### src/rtl/multi_adder_if.sv
// Operand/result stream bundle for multi_adder.
// master: the side that supplies operands and abort, and consumes the result.
// slave:  the accumulator itself.
interface multi_adder_if #(
    parameter int WIDTH = 32,
    parameter int NOPS  = 4
);
    localparam int CW = $clog2(NOPS);

    logic             abort;
    logic             in_valid;
    logic             in_ready;
    logic [WIDTH-1:0] x;
    logic             out_valid;
    logic [WIDTH-1:0] out;
    logic [CW-1:0]    count;

    modport master (
        output abort, in_valid, x,
        input  in_ready, out_valid, out, count
    );

    modport slave (
        input  abort, in_valid, x,
        output in_ready, out_valid, out, count
    );
endinterface

### src/rtl/multi_adder.sv
// N-operand accumulator: sums NOPS operands taken over a valid/ready stream and
// presents the result for HOLD cycles before clearing it to zero.
// Optional build macro ACC_SAT_EN: every add saturates at 2^WIDTH-1 instead of
// wrapping modulo 2^WIDTH. The port list is identical in either build.
//
// state | meaning
// ------+---------------------------------------------------------------
// ACC   | accepting operands; acc/count track the partial sum
// DONE  | result on out with out_valid=1; hold counts up to HOLD-1
module multi_adder #(
    parameter int WIDTH = 32,
    parameter int NOPS  = 4,
    parameter int HOLD  = 1
) (
    input logic          clk,
    input logic          resetn,
    multi_adder_if.slave bus
);
    localparam int CW = $clog2(NOPS);
    localparam int HW = (HOLD > 1) ? $clog2(HOLD) : 1;

    localparam logic [CW-1:0] COUNT_LAST = CW'(NOPS - 1);
    localparam logic [HW-1:0] HOLD_LAST  = HW'(HOLD - 1);

    typedef enum logic {ACC, DONE} state_t;

    state_t           state;
    logic [WIDTH-1:0] acc;
    logic [CW-1:0]    count;
    logic [HW-1:0]    hold;
    logic [WIDTH-1:0] out_r;
    logic             out_valid_r;

    logic             accept;
    logic [WIDTH-1:0] sum;

    // Unsigned add of two operands; the carry either wraps or pins to full scale.
    function automatic logic [WIDTH-1:0] add_op(input logic [WIDTH-1:0] a,
                                                input logic [WIDTH-1:0] b);
`ifdef ACC_SAT_EN
        logic [WIDTH:0] s;
        s = {1'b0, a} + {1'b0, b};
        return s[WIDTH] ? {WIDTH{1'b1}} : s[WIDTH-1:0];
`else
        return a + b;
`endif
    endfunction

    // Abort blocks acceptance in the same cycle so the aborted operand is dropped.
    always_comb begin
        bus.in_ready = (state == ACC) && !bus.abort;
        accept       = bus.in_valid && bus.in_ready;
        sum          = add_op(acc, bus.x);
    end

    // Accumulate, publish the finished sum, then hold and clear it.
    always_ff @(posedge clk) begin
        if (!resetn) begin
            state       <= ACC;
            acc         <= '0;
            count       <= '0;
            hold        <= '0;
            out_r       <= '0;
            out_valid_r <= 1'b0;
        end else begin
            case (state)
                ACC: begin
                    if (bus.abort) begin
                        acc   <= '0;
                        count <= '0;
                    end else if (accept) begin
                        if (count == '0) begin
                            acc   <= bus.x;
                            count <= CW'(1);
                        end else if (count == COUNT_LAST) begin
                            out_r       <= sum;
                            out_valid_r <= 1'b1;
                            acc         <= '0;
                            count       <= '0;
                            hold        <= '0;
                            state       <= DONE;
                        end else begin
                            acc   <= sum;
                            count <= count + CW'(1);
                        end
                    end
                end
                DONE: begin
                    // abort is deliberately ignored here: the result always
                    // completes its full hold window.
                    if (hold == HOLD_LAST) begin
                        out_r       <= '0;
                        out_valid_r <= 1'b0;
                        hold        <= '0;
                        state       <= ACC;
                    end else begin
                        hold <= hold + HW'(1);
                    end
                end
                default: state <= ACC;
            endcase
        end
    end

    // Registered result and progress outputs.
    always_comb begin
        bus.out       = out_r;
        bus.out_valid = out_valid_r;
        bus.count     = count;
    end
endmodule

### src/flat_wrapper.sv
// flat-port wrapper written by rule: the top's interface ports become plain ports
module multi_adder_flat 
#(
    parameter int WIDTH = 32,
    parameter int NOPS  = 4,
    parameter int HOLD  = 1
)
  (clk, resetn, bus_abort, bus_in_valid, bus_x, bus_in_ready, bus_out_valid, bus_out, bus_count);
  multi_adder_if #(.WIDTH(WIDTH), .NOPS(NOPS)) bus_i ();
  input logic clk;
  input logic resetn;
  input wire logic [$bits(bus_i.abort)-1:0] bus_abort;
  input wire logic [$bits(bus_i.in_valid)-1:0] bus_in_valid;
  input wire logic [$bits(bus_i.x)-1:0] bus_x;
  output wire logic [$bits(bus_i.in_ready)-1:0] bus_in_ready;
  output wire logic [$bits(bus_i.out_valid)-1:0] bus_out_valid;
  output wire logic [$bits(bus_i.out)-1:0] bus_out;
  output wire logic [$bits(bus_i.count)-1:0] bus_count;
  assign bus_i.abort = bus_abort;
  assign bus_i.in_valid = bus_in_valid;
  assign bus_i.x = bus_x;
  assign bus_in_ready = bus_i.in_ready;
  assign bus_out_valid = bus_i.out_valid;
  assign bus_out = bus_i.out;
  assign bus_count = bus_i.count;
  multi_adder #(.WIDTH(WIDTH), .NOPS(NOPS), .HOLD(HOLD)) u_core (.clk(clk), .resetn(resetn), .bus(bus_i));
endmodule
### config.mk
export PLATFORM = sky130hd
export DESIGN_NAME = multi_adder_flat
export DESIGN_NICKNAME = d
export VERILOG_FILES = /design/src/rtl/multi_adder_if.sv /design/src/rtl/multi_adder.sv /design/src/flat_wrapper.sv
export SDC_FILE = /design/constraint.sdc
export NUM_CORES = 1
export LEC_CHECK = 0
export BUFFER_PORTS_ARGS = -buffer_cell sky130_fd_sc_hd__buf_2
export CORE_ASPECT_RATIO = 1.75
export CORE_UTILIZATION = 30
export CTS_BUF_LIST = sky130_fd_sc_hd__clkbuf_8
export CTS_CLUSTER_DIAMETER = 80
export DETAILED_ROUTE_END_ITERATION = 10
export HOLD_SLACK_MARGIN = 0.05
export PLACE_DENSITY = 0.52
export SLEW_MARGIN = 10
export SYNTH_ARGS = -nofsm -noshare
export SYNTH_HDL_FRONTEND = slang
export SYNTH_SLANG_ARGS = --single-unit
### constraint.sdc
create_clock -name clk -period 2.8 [get_ports clk]
set_input_delay 0.14 -clock clk [delete_from_list [all_inputs] [get_ports clk]]
set_output_delay 0.14 -clock clk [all_outputs]
set_load 0.03 [all_outputs]
==> impl_metrics.py <==
metrics = {
    "yosys": {
        "synth-simple-area-share_pct": 22.39,
        "synth_top_family_by_area": "compound AO/OA/AOI/OAI gates",
        "synth_nets": 634,
        "syn_area_per_cell_sq_um": 8.064,
        "synthMuxAreaShare_pct": 0.2209,
        "ys_types": 65,
        "synth_ff_type": "dfxtp_1",
        "yosys-top-cells-area": "dfxtp_1 30%, ha_1 9.7%, nand2_1 6.0%, a21oi_1 5.3%, o21ai_0 3.6%",
        "synthAdderAreaFrac_pct": 10.10,
        "syn_inst": 562,
        "synthXorXnorAreaFrac_pct": 4.252,
        "yosysMostFrequentCell": "nand2_1",
        "netlist_area_sq_um": 4532,
        "ys_seq_area_share_pct": 30.04,
        "synth.cells.most_frequent": "73 x nand2_1, 68 x dfxtp_1, 48 x a21oi_1",
        "synth_compound_area_share_pct": 29.35,
        "synth-seq-cells": 68,
        "yosys.area.top_type": "dfxtp_1",
        "synth_edf_count": 0,
        "ys_async_sr_fraction_pct": 0,
        "yosysWarnings": 0,
        "synth_top_cell_area_share_pct": 30.04,
    },
    "worst_setup_path": {
        "cpMaxStageDelayCell": "a2111oi_2",
        "worstPathRequired_ns": 3.11,
        "cpPeakStageDelay_ns": 0.41,
        "path_delay_family": "compound AO/OA/AOI/OAI gates",
        "start_kind": "flop",
        "endpoint_kind": "flop",
        "crit_chain": "ha_4 -> inv_2 -> fa_2 -> and2b_1 -> o2111ai_2 -> a211oi_2 -> nor4_4 -> nor4_4 -> o2111ai_2 -> a2111oi_2 -> a311o_1",
        "path_class": "reg -> reg",
        "path_buf_inv": 1,
        "r2r_slack_ns": -0.04,
        "arrival_ns": 3.15,
        "crit_fanout": 4,
    },
    "clock_tree": {
        "clkTransAtPathRegs_ns": 0.08,
        "cts_sinks": 68,
        "cts-root-buf": "clkbuf_8",
        "clockBufferDepth": 2,
        "h-tree-depth": 3,
        "cts_tree": "done",
        "clk_latency_ns": 0.37,
        "numCtsBuffers": 9,
    },
    "finish": {
        "utilization_pct": 37.92,
        "drive_gt1_share_pct": 22.93,
        "fin_cells": 846,
        "antenna_cells": 0,
        "syn_to_final_growth_pct": 24.16,
        "fillers": 1567,
        "nNetsFinal": 730,
    },
    "sta": {
        "rsz0062_at_grt": "yes",
        "slew_violations": 0,
        "max_freq_mhz": 351.6,
        "slew_headroom_pct": 35.91,
        "setup_tns_ns": -0.06567,
        "setup_viol": 2,
        "setup_slack_ns": -0.04451,
        "min_period_over_period_pct": 101.6,
        "finClkSkew_ns": 0.02028,
        "timing.final.crit_period_ns": 2.845,
        "worst_slew_pin_slew_ns": 0.9607,
        "hold_viol_final": 0,
    },
    "placement": {
        "preCtsSetupSlack_ns": -0.2651,
        "routabilityCongestion": 0.8916,
        "dp_hpwl_microns": 10750,
        "io_buffers": 71,
        "dp_cells": 818,
    },
    "run": {
        "cap_violations": 0,
    },
    "status": {
        "outcome": "complete, but fails checks",
        "violations": "negative setup slack",
    },
    "die": {
        "ios": 72,
        "num_rows": 59,
        "die_x_microns": 94.91,
        "initial_core_util_pct": 30.54,
        "die-area_sq_um": 15620,
        "core-area_sq_um": 14840,
        "die_h_microns": 164.6,
    },
    "power_and_ir_drop": {
        "vdd_drop_max_mv": 0.1992,
        "p_per_area_nw_per_um2": 403.1,
        "p_leak_nw": 2.397,
    },
    "detailed_routing": {
        "post_drt_wl_per_cell_microns": 16.97,
        "drc": 0,
        "drt-total-wl_microns": 14360,
        "drt_iter0_markers": 204,
        "ant_nets": 0,
        "firstDrtPassIters": 5,
        "via_per_inst": 5.395,
        "dr_total_vias": 4564,
    },
    "grt": {
        "track_usage_pct": 19.10,
        "grt_pass1_vias": 4607,
        "grt_overflow": 0,
        "grt_pass1_wl_microns": 22890,
        "grt_max_degree": 36,
        "antenna_found_initial": 0,
    },
    "worst_hold_path": {
        "min_path_type": "in -> reg",
    },
}
[worst paths after layout]
kind / cells after the start / from / to
worst max-delay path: 11 / u_core.acc[0]$_SDFFE_PN0P_ / u_core.bus.out[26]$_SDFFE_PN0P_
worst min-delay path: 3 / bus_x[13] / u_core.acc[13]$_SDFFE_PN0P_
worst max register to register: 11 / u_core.acc[0]$_SDFFE_PN0P_ / u_core.bus.out[26]$_SDFFE_PN0P_
worst min register to register: 2 / u_core.bus.out[2]$_SDFFE_PN0P_ / u_core.bus.out[2]$_SDFFE_PN0P_
[placed cells by master, fill, tap and decap left out, types with 7 or more instances in the layout]
cell type,n
nand2_1,73
buf_2,71
nor2b_1,19
xor2_1,12
o21ai_0,30
clkbuf_8,10
dlygate4sd3_1,7
o21a_1,8
nor2_1,27
a22o_1,14
nand3_1,19
a21o_1,8
xnor2_1,10
dfxtp_1,67
buf_4,34
ha_1,34
a22oi_1,20
inv_1,17
a21oi_1,47
nor3_1,9
[where the power goes]
group | leakage [nW] | internal (mW) | total, mW | switching (mW)
Combinational | 1.76 | 0.217 | 0.520 | 0.302
Sequential | 0.551 | 0.986 | 0.998 | 0.0120
Clock | 0.0907 | 0.336 | 0.750 | 0.414
Total | 2.40 | 1.54 | 2.27 | 0.728
[metal layers]
| metal | track usage, % | wire [microns] |
|---|---|---|
| met1 | 21.12 | 5773 |
| met2 | 35.48 | 7711 |
| met3 | 3.177 | 519 |
| met4 | 7.300 | 352 |
| met5 | 0 | 0 |
[sequential cells by signal, indices dropped and copies added, names as in the netlist]
register and count:
u_core.acc 32, u_core.bus.out 32, u_core.bus.count 2, u_core.bus.out_valid 1, u_core.state 1
[kinds of logic (layout without fill, tap and decap cells)]
| family | after synthesis | count (layout) |
|---|---|---|
| AO/OA/AOI/OAI | 195 | 195 |
| XOR/XNOR | 22 | 22 |
| adder cells (fa/ha/maj) | 36 | 36 |
| buffers and inverters | 44 | 145 |
| flip-flops | 68 | 68 |
| multiplexers | 1 | 1 |
| AND/OR/NAND/NOR | 196 | 196 |
[tightest hold or removal path, cell delays in order]
cell and delay (ns):
buf_2 0.10, a222oi_1 0.07, nor2b_1 0.10
[final cells by class]
cell class	instances	area (sq um)	area share [%]
clock buffer	10	137.6	2.446
clock inverter	6	32.53	0.5782
inverter	16	60.06	1.067
multi-input combinational	450	3104	55.17
sequential	68	1363	24.22
tap	183	229.0	4.069
timing repair buffer	113	700.7	12.45
[through the flow]
| stage | hold WS, ns | area [sq um] | power [mW] |
|---|---|---|---|
| finish | 0.07144 | 5627 | 2.268 |
| detailed placement | 0.3938 | 5273 | 1.506 |
| global route | 0.07879 | 5627 | 2.393 |
| floorplan | 0.2710 | 4532 | 1.346 |
| CTS | 0.05359 | 5569 | 2.277 |
| global placement | 0.3832 | 5273 | 1.498 |
[timing repair]
action / 4_1_cts / 5_1_grt
buffers inserted: 2 / 3
hold buffers: 7 / 0
resized for setup: 11 / 9
pin swaps: 12 / 5
endpoints found under the hold margin: 7 / 0
endpoints found under the setup margin: 10 / 15
(Power assumes the default switching activity.)
